`config.mk`:
```
export PLATFORM = sky130hd
export DESIGN_NAME = if_fetch_queue_flat
export DESIGN_NICKNAME = d
export VERILOG_FILES = /design/src/rtl/if_fetch_queue_if.sv /design/src/rtl/if_fetch_queue.sv /design/src/flat_wrapper.sv
export SDC_FILE = /design/constraint.sdc
export NUM_CORES = 1
export LEC_CHECK = 0
export ABC_AREA = 0
export ABC_CLOCK_PERIOD_IN_PS = 8900
export CORE_UTILIZATION = 35
export DETAILED_ROUTE_END_ITERATION = 8
export SETUP_SLACK_MARGIN = 0.02
export SLEW_MARGIN = 0
export SYNTH_ARGS = -nofsm -noshare
export SYNTH_HDL_FRONTEND = slang
export SYNTH_SLANG_ARGS = --single-unit
```
`constraint.sdc`:
```
create_clock -name clk -period 8.9 [get_ports clk]
set_input_delay 1.335 -clock clk [delete_from_list [all_inputs] [get_ports clk]]
set_output_delay 1.335 -clock clk [all_outputs]
set_load 0.02 [all_outputs]
```
`src/rtl/if_fetch_queue_if.sv`:
```
// rtl/if_fetch_queue_if.sv - fetch-unit bus: I-cache port, redirects, decode queue head
interface if_fetch_queue_if #(
   parameter int ADDR_W = 32
);
   logic [ADDR_W-1:0] ic_pc;
   logic              ic_req;
   logic              ic_hit;
   logic [31:0]       ic_inst;
   logic              br_valid;
   logic [ADDR_W-1:0] br_target;
   logic              jmp_valid;
   logic [ADDR_W-1:0] jmp_target;
   logic              dec_valid;
   logic              dec_ready;
   logic [ADDR_W-1:0] dec_pc;
   logic [31:0]       dec_inst;
   logic [31:0]       inst_count;

   // fetch unit side
   modport master (
      output ic_pc, ic_req, dec_valid, dec_pc, dec_inst, inst_count,
      input  ic_hit, ic_inst, br_valid, br_target, jmp_valid, jmp_target, dec_ready
   );

   // I-cache / execute / decoder side
   modport slave (
      input  ic_pc, ic_req, dec_valid, dec_pc, dec_inst, inst_count,
      output ic_hit, ic_inst, br_valid, br_target, jmp_valid, jmp_target, dec_ready
   );
endinterface

```
`src/rtl/if_fetch_queue.sv`:
```
// rtl/if_fetch_queue.sv - instruction fetch with decoupling queue; IF_BRANCH_PREDICT_EN selects static BTFN branch prediction
module if_fetch_queue #(
   parameter int              ADDR_W   = 32,
   parameter int              QDEPTH   = 4,
   parameter logic [ADDR_W-1:0] RESET_PC = '0
) (
   input  logic             clk,
   input  logic             rst,
   input  logic             rdy,
   if_fetch_queue_if.master bus
);
   localparam int IDX_W = $clog2(QDEPTH);
   localparam int PTR_W = IDX_W + 1;

   localparam logic [6:0] OP_JAL    = 7'b1101111;
   localparam logic [6:0] OP_JALR   = 7'b1100111;
   localparam logic [6:0] OP_BRANCH = 7'b1100011;

`ifdef IF_BRANCH_PREDICT_EN
   typedef enum logic [1:0] {RUN = 2'd0, WAIT_JALR = 2'd1} state_t;
`else
   typedef enum logic [1:0] {RUN = 2'd0, WAIT_JALR = 2'd1, WAIT_BR = 2'd2} state_t;
`endif

   state_t             state_q, state_d;
   logic [ADDR_W-1:0]  fetch_pc_q, fetch_pc_d;
   logic [PTR_W-1:0]   head_q, head_d;
   logic [PTR_W-1:0]   tail_q, tail_d;
   logic [31:0]        count_q, count_d;
   logic               push;
   logic               full;
   logic               empty;
   logic               jmp_take;

   logic [ADDR_W-1:0]  pc_mem   [QDEPTH];
   logic [31:0]        inst_mem [QDEPTH];

   logic [6:0]         opcode;
   logic signed [20:0] jal_off;
`ifdef IF_BRANCH_PREDICT_EN
   logic signed [12:0] br_off;
   assign br_off = {bus.ic_inst[31], bus.ic_inst[7], bus.ic_inst[30:25], bus.ic_inst[11:8], 1'b0};
`endif

   assign opcode  = bus.ic_inst[6:0];
   assign jal_off = {bus.ic_inst[31], bus.ic_inst[19:12], bus.ic_inst[20], bus.ic_inst[30:21], 1'b0};

   assign full  = (tail_q[IDX_W-1:0] == head_q[IDX_W-1:0]) && (tail_q[IDX_W] != head_q[IDX_W]);
   assign empty = (tail_q == head_q);

   // a pending branch cannot be resolved by a JALR target, so jmp_valid only acts outside WAIT_BR
`ifdef IF_BRANCH_PREDICT_EN
   assign jmp_take = bus.jmp_valid;
`else
   assign jmp_take = bus.jmp_valid && (state_q != WAIT_BR);
`endif

   assign bus.ic_pc      = fetch_pc_q;
   assign bus.ic_req     = rdy & ~rst & (state_q == RUN) & ~full;
   assign bus.dec_valid  = rdy & ~rst & ~empty;
   assign bus.dec_pc     = pc_mem[head_q[IDX_W-1:0]];
   assign bus.dec_inst   = inst_mem[head_q[IDX_W-1:0]];
   assign bus.inst_count = count_q;

   // next-state: redirects first, otherwise pop/push and next fetch PC from the fetched opcode
   always_comb begin
      state_d    = state_q;
      fetch_pc_d = fetch_pc_q;
      head_d     = head_q;
      tail_d     = tail_q;
      count_d    = count_q;
      push       = 1'b0;
      if (rdy) begin
         if (bus.br_valid) begin
            head_d     = '0;
            tail_d     = '0;
            fetch_pc_d = bus.br_target;
            state_d    = RUN;
         end else if (jmp_take) begin
            head_d     = '0;
            tail_d     = '0;
            fetch_pc_d = bus.jmp_target;
            state_d    = RUN;
         end else begin
            if (bus.dec_valid && bus.dec_ready) begin
               head_d = head_q + PTR_W'(1);
            end
            if ((state_q == RUN) && !full && bus.ic_hit) begin
               push       = 1'b1;
               tail_d     = tail_q + PTR_W'(1);
               count_d    = count_q + 32'd1;
               fetch_pc_d = fetch_pc_q + ADDR_W'(4);
               case (opcode)
                  OP_JAL: fetch_pc_d = fetch_pc_q + ADDR_W'(jal_off);
                  OP_JALR: begin
                     if (bus.ic_inst[14:12] == 3'b000) begin
                        state_d = WAIT_JALR;
                     end
                  end
                  OP_BRANCH: begin
`ifdef IF_BRANCH_PREDICT_EN
                     if (bus.ic_inst[31]) begin
                        fetch_pc_d = fetch_pc_q + ADDR_W'(br_off);
                     end
`else
                     state_d = WAIT_BR;
`endif
                  end
                  default: ;
               endcase
            end
         end
      end
   end

   // state, PC, pointer and counter registers
   always_ff @(posedge clk) begin
      if (rst) begin
         state_q    <= RUN;
         fetch_pc_q <= RESET_PC;
         head_q     <= '0;
         tail_q     <= '0;
         count_q    <= '0;
      end else begin
         state_q    <= state_d;
         fetch_pc_q <= fetch_pc_d;
         head_q     <= head_d;
         tail_q     <= tail_d;
         count_q    <= count_d;
      end
   end

   // queue storage: write the fetched PC and word at the tail
   always_ff @(posedge clk) begin
      if (!rst && push) begin
         pc_mem[tail_q[IDX_W-1:0]]   <= fetch_pc_q;
         inst_mem[tail_q[IDX_W-1:0]] <= bus.ic_inst;
      end
   end
endmodule

```
`src/flat_wrapper.sv`:
```
// flat-port wrapper written by rule: the top's interface ports become plain ports
module if_fetch_queue_flat 
#(
   parameter int              ADDR_W   = 32,
   parameter int              QDEPTH   = 4,
   parameter logic [ADDR_W-1:0] RESET_PC = '0
)
  (clk, rst, rdy, bus_ic_pc, bus_ic_req, bus_dec_valid, bus_dec_pc, bus_dec_inst, bus_inst_count, bus_ic_hit, bus_ic_inst, bus_br_valid, bus_br_target, bus_jmp_valid, bus_jmp_target, bus_dec_ready);
  if_fetch_queue_if #(.ADDR_W(ADDR_W)) bus_i ();
  input  logic clk;
  input  logic rst;
  input  logic rdy;
  output wire logic [$bits(bus_i.ic_pc)-1:0] bus_ic_pc;
  output wire logic [$bits(bus_i.ic_req)-1:0] bus_ic_req;
  output wire logic [$bits(bus_i.dec_valid)-1:0] bus_dec_valid;
  output wire logic [$bits(bus_i.dec_pc)-1:0] bus_dec_pc;
  output wire logic [$bits(bus_i.dec_inst)-1:0] bus_dec_inst;
  output wire logic [$bits(bus_i.inst_count)-1:0] bus_inst_count;
  input wire logic [$bits(bus_i.ic_hit)-1:0] bus_ic_hit;
  input wire logic [$bits(bus_i.ic_inst)-1:0] bus_ic_inst;
  input wire logic [$bits(bus_i.br_valid)-1:0] bus_br_valid;
  input wire logic [$bits(bus_i.br_target)-1:0] bus_br_target;
  input wire logic [$bits(bus_i.jmp_valid)-1:0] bus_jmp_valid;
  input wire logic [$bits(bus_i.jmp_target)-1:0] bus_jmp_target;
  input wire logic [$bits(bus_i.dec_ready)-1:0] bus_dec_ready;
  assign bus_ic_pc = bus_i.ic_pc;
  assign bus_ic_req = bus_i.ic_req;
  assign bus_dec_valid = bus_i.dec_valid;
  assign bus_dec_pc = bus_i.dec_pc;
  assign bus_dec_inst = bus_i.dec_inst;
  assign bus_inst_count = bus_i.inst_count;
  assign bus_i.ic_hit = bus_ic_hit;
  assign bus_i.ic_inst = bus_ic_inst;
  assign bus_i.br_valid = bus_br_valid;
  assign bus_i.br_target = bus_br_target;
  assign bus_i.jmp_valid = bus_jmp_valid;
  assign bus_i.jmp_target = bus_jmp_target;
  assign bus_i.dec_ready = bus_dec_ready;
  if_fetch_queue #(.ADDR_W(ADDR_W), .QDEPTH(QDEPTH), .RESET_PC(RESET_PC)) u_core (.clk(clk), .rst(rst), .rdy(rdy), .bus(bus_i));
endmodule
```
* Word level (Yosys, flattened, before mapping) *
Memory sizes are Yosys's and may differ from the RTL's. A register that Yosys moved wholly into a read port is not among the register bits.
Cells that the tools add are included.

word-level totals
  register bits = 72
  bits in writable memories = 256
  output and inout bits = 130
  memories kept = 2

operators by class
  add/subtract/negate cells = 5
  equal/unequal tests = 8
  muxes and demuxes = 25
  bitwise logic cells = 9
  reductions and logical operators = 17

memories
  memory           depth  bits a word  read ports  clocked after Yosys merged registers in  write ports  line                  RTL
  u_core.inst_mem  4      32           1           1                                        1            if_fetch_queue.sv:36  logic [31:0] inst_mem [QDEPTH];
  u_core.pc_mem    4      32           1           1                                        1            if_fetch_queue.sv:35  logic [ADDR_W-1:0] pc_mem [QDEPTH];

operators by type and width
  operator               number
  $mux 32                4
  $add 32x1->32 const B  1
  $add 32x3->32 const B  1
  $add 32x32->32         1
  $eq 7x7->1 const B     3
  $mux 3                 6
  $mux 2                 8
  $reduce_and 4->1       2
  $add 3x1->3 const B    2
  $logic_and 1x1->1      6
  $mux 1                 6
  $reduce_bool 3->1      2
  $not 1->1              5
  $and 1x1->1            4
  $ne 4x2->1 const B     1
  $pmux 2 s2             1
  $reduce_and 2->1       2
  $reduce_bool 4->1      1
  $eq 3x3->1             1
  $logic_not 3->1        1
  $eq 2x2->1             1
  $logic_not 1->1        2
  $logic_not 2->1        1
  $ne 2x2->1 const B     1
  $ne 1x1->1             1

* Depth between registers and ports, before layout *
  word-level depth = 12
  mapped depth = 12

* Worst setup path after synthesis *
Ideal clock, no wire load.

  path kind = in2reg
  start = input bus_ic_hit
  end = memory u_core.inst_mem[0][0], enable pin
  arrival time = 3.789 ns
  slack = 4.683 ns
  stages on the path = 5
  path buffers = 0
  cells stage by stage = inv_1 a311oi_4 nand3_4 nor2_1 and2_1

between the ends
  longest elaborated chain between the ends = 8

RTL lines
  what                          line                   RTL
  start: declaration            flat_wrapper.sv:19     input wire logic [$bits(bus_i.ic_hit)-1:0] bus_ic_hit;
  $logic_and 1x1->1             if_fetch_queue.sv:88   if ((state_q == RUN) && !full && bus.ic_hit) begin
  $mux 1                        if_fetch_queue.sv:88
  $mux 1                        if_fetch_queue.sv:79   end else if (jmp_take) begin
  $mux 1                        if_fetch_queue.sv:74   if (bus.br_valid) begin
  $mux 1                        if_fetch_queue.sv:73   if (rdy) begin
  $logic_and 1x1->1             if_fetch_queue.sv:135  if (!rst && push) begin
  $mux 1                        if_fetch_queue.sv:135
  $mux 1 (not written as such)  if_fetch_queue.sv:137  inst_mem[tail_q[IDX_W-1:0]] <= bus.ic_inst;
  end: declaration              if_fetch_queue.sv:36

Every way passes these cells.

* Final worst setup path *
  start = input rdy
  end = output bus_ic_req

between the ends
  longest elaborated chain between the ends = 3

RTL lines
  what                      line                  RTL
  start: declaration        flat_wrapper.sv:12    input logic rdy;
  $and 1x1->1 (3 in a row)  if_fetch_queue.sv:59  assign bus.ic_req = rdy & ~rst & (state_q == RUN) & ~full;
  end: declaration          flat_wrapper.sv:14    output wire logic [$bits(bus_i.ic_req)-1:0] bus_ic_req;

Every way passes these cells.

==> out/results.ini <==
[clock_network]
postCtsSetupRepairBufs = 0
cts_buffer_depth = 3
hold_buffers = 0
cts_buffers = 38
cts_resized = 0
ctsRootBufferMaster = clkbuf_16
clock-sinks = 330
cts_max_level = 2
path_clk_slew_ns = 0.06
clk_latency_ns = 0.55
cts_tree = built

[setup_path]
cp_slowest_cell = clkdlybuf4s50_1
path_max_fanout = 19
cp_cell_sequence = clkdlybuf4s50_1 > nand2_1 > a211oi_1 > clkdlybuf4s50_1
critPathArrivalTime_ns = 3.54
path_buf_inv = 2
endpoint_kind = primary output
path_class = primary input to primary output
cp.required_ns = 7.57
critPathTopFamily = buffers and inverters
cp_common_cell = clkdlybuf4s50_1
start_kind = primary input
slowest_delay_ns = 1.10

[synthesis]
synth.distinct_cells = 70
synthCells = 1157
synth-edff-count = 256
synth.top_cell.area_share = 0.505
ys_seq_area_frac = 0.602
avgSynthCellArea_um2 = 13.2
ys.flop_type = edfxtp_1
syn_area_mm2 = 0.0152
synth_warnings = 0
netlist_top_cells_area = edfxtp_1, dfxtp_1, mux4_2
synth_area_leader_cell = edfxtp_1
syn_nets = 1298
async_flop_share = 0
ys_seq_elements = 330

[timing]
hold_viol_final = 0
setup_viol = 0
tns_ns = 0
clock_skew_ns = 0.0244
slew_violations = 0
setup_slack_ns = 4.03
slew_headroom = 0.295
finalCritPeriodShare = 0.548
max_freq_ghz = 0.205
rsz0062_at_grt = false
period_minus_slack_ns = 4.87
tightestPinTransition_ns = 1.05

[placed_design]
gp_congestion = 0.855
placedCellCount = 1932
dp_hpwl_mm = 29.6
pre_cts_ws_ns = 3.77
port-buffer-count = 232

[drt]
wl_per_cell_um = 21.7
drc = 0
drt_wl_total_mm = 43.4
vias = 10600
route.antenna.remaining_nets = 0
drt_iter0_markers = 680
drtPass1Iterations = 5
viasPerCell = 5.32

[run]
maxCapViolCount = 0

[floorplan]
start_util = 0.354
ioPinCount = 233
die_x_um = 211
rows = 76
dieHeight_um = 211
fp.dieArea_mm2 = 0.0443
coreArea_mm2 = 0.0430

[power_and_ir_drop]
powerDensity_mw_per_mm2 = 180
vdd_ir_drop_max_mv = 0.118
p_leak_nw = 6.42

[global_route]
antenna_found_initial = 9
grt-ovfl-total = 0
first_global_vias = 10400
grt_pass1_wl_mm = 64.7
grt.total_usage = 0.196
grt_max_degree = 74

[finish]
mostFrequentLayoutCell = edfxtp_1
drive_above_1_share = 0.108
syn2layout_area_growth_pct = 26.9
most-common-layout-cells = edfxtp_1, clkdlybuf4s50_1, nand2_1
stdcell_count = 1998
finalNetCount = 1528
utilization = 0.449

[worst_hold_path]
hp-class = register to register

[outcome]
status = completed

==> final cells by class <==
class / instances / area (um2)
inverter: 22 / 82.6
tap: 585 / 732
multi-input combinational: 752 / 5790
fill: 3968 / 23700
clock inverter: 16 / 125
antenna: 2 / 5.00
sequential: 330 / 9180
timing repair buffer: 243 / 2390
clock buffer: 48 / 1010
==> metal layers <==
| metal | routed length, um | vias up | GRT usage | part of all wire |
|---|---|---|---|---|
| met2 | 19900 | 352 | 0.304 | 0.46 |
| met3 | 3200 | 67 | 0.0536 | 0.074 |
| met1 | 19200 | 5272 | 0.269 | 0.44 |
| li1 | - | 4934 | - | - |
| met4 | 998 | 12 | 0.0540 | 0.023 |
| met5 | 74 | - | 0 | 0.0017 |
==> registers in the layout, summed over array words and instances, names as in the netlist, named ones only <==
register               flops
u_core.tail_q              3
u_core.inst_mem          128
u_core.head_q              3
u_core.pc_mem            128
u_core.bus.inst_count     32
u_core.bus.ic_pc          32
u_core.state_q             2
==> stage by stage <==
stage                     instance area [um2]  hold WS (ns)  power, mW
after global placement                  18200         0.456       2.06
after CTS                               19300         0.476       3.51
after floorplan                         15200         0.439       1.91
after detailed placement                18200         0.467       2.07
final                                   19300         0.475       3.48
after global routing                    19300         0.523       3.60
==> cells in the mapped netlist, types with 6 or more instances <==
cell and n:
mux4_2 64, o211ai_1 13, nand2_1 92, nor3_1 24, buf_1 6, a21oi_1 79, o21ai_0 61, or3_1 16
a21o_1 10, nand4_1 15, dfxtp_1 74, edfxtp_1 256, xnor2_1 25, nor4_1 8, ha_1 37, and3_1 17
inv_1 22, xor2_1 48, clkbuf_1 45, and2_1 11, nand3_1 31, nor2_1 84, a31oi_1 11, a211oi_1 21
o22ai_1 6, and4_1 8
==> cell families (layout without fill, tap and decap cells) <==
family,count (synthesis),count (layout),share of synthesized area
fa+ha+maj,38,38,0.0317
simple gates,331,331,0.109
compound gates,242,242,0.0991
mux,68,68,0.0973
buf+inv,75,329,0.0190
flops,330,330,0.602
other cells,0,2,0
xor+xnor,73,73,0.0420
==> worst register-to-register path, delay by kind of cell (launching register included) <==
| family | cells | cell delay, ns |
|---|---|---|
| flops | 1 | 0.47 |
| compound gates | 1 | 0.52 |
| buf+inv | 1 | 0.63 |
| simple gates | 3 | 1.52 |
| xor+xnor | 1 | 0.18 |
==> final timing paths <==
path / slack [ns] / endpoint / start / cells past startpoint
worst max-delay path: 4.03 / bus_ic_req / rdy / 4
worst min-delay path: 0.48 / u_core.state_q[0] / u_core.state_q[0] / 2
worst max register to register: 5.16 / u_core.inst_mem[2][17] / u_core.tail_q[0] / 6
worst min register to register: 0.48 / u_core.state_q[0] / u_core.state_q[0] / 2
==> where the power goes <==
part / switching [mW] / leakage [nW] / internal, mW / total, mW
clock: 0.607 / 0.548 / 0.831 / 1.44
sequential: 0.0400 / 2.93 / 1.68 / 1.72
combinational: 0.179 / 2.94 / 0.142 / 0.321
Power figures use the tool's default switching activity.
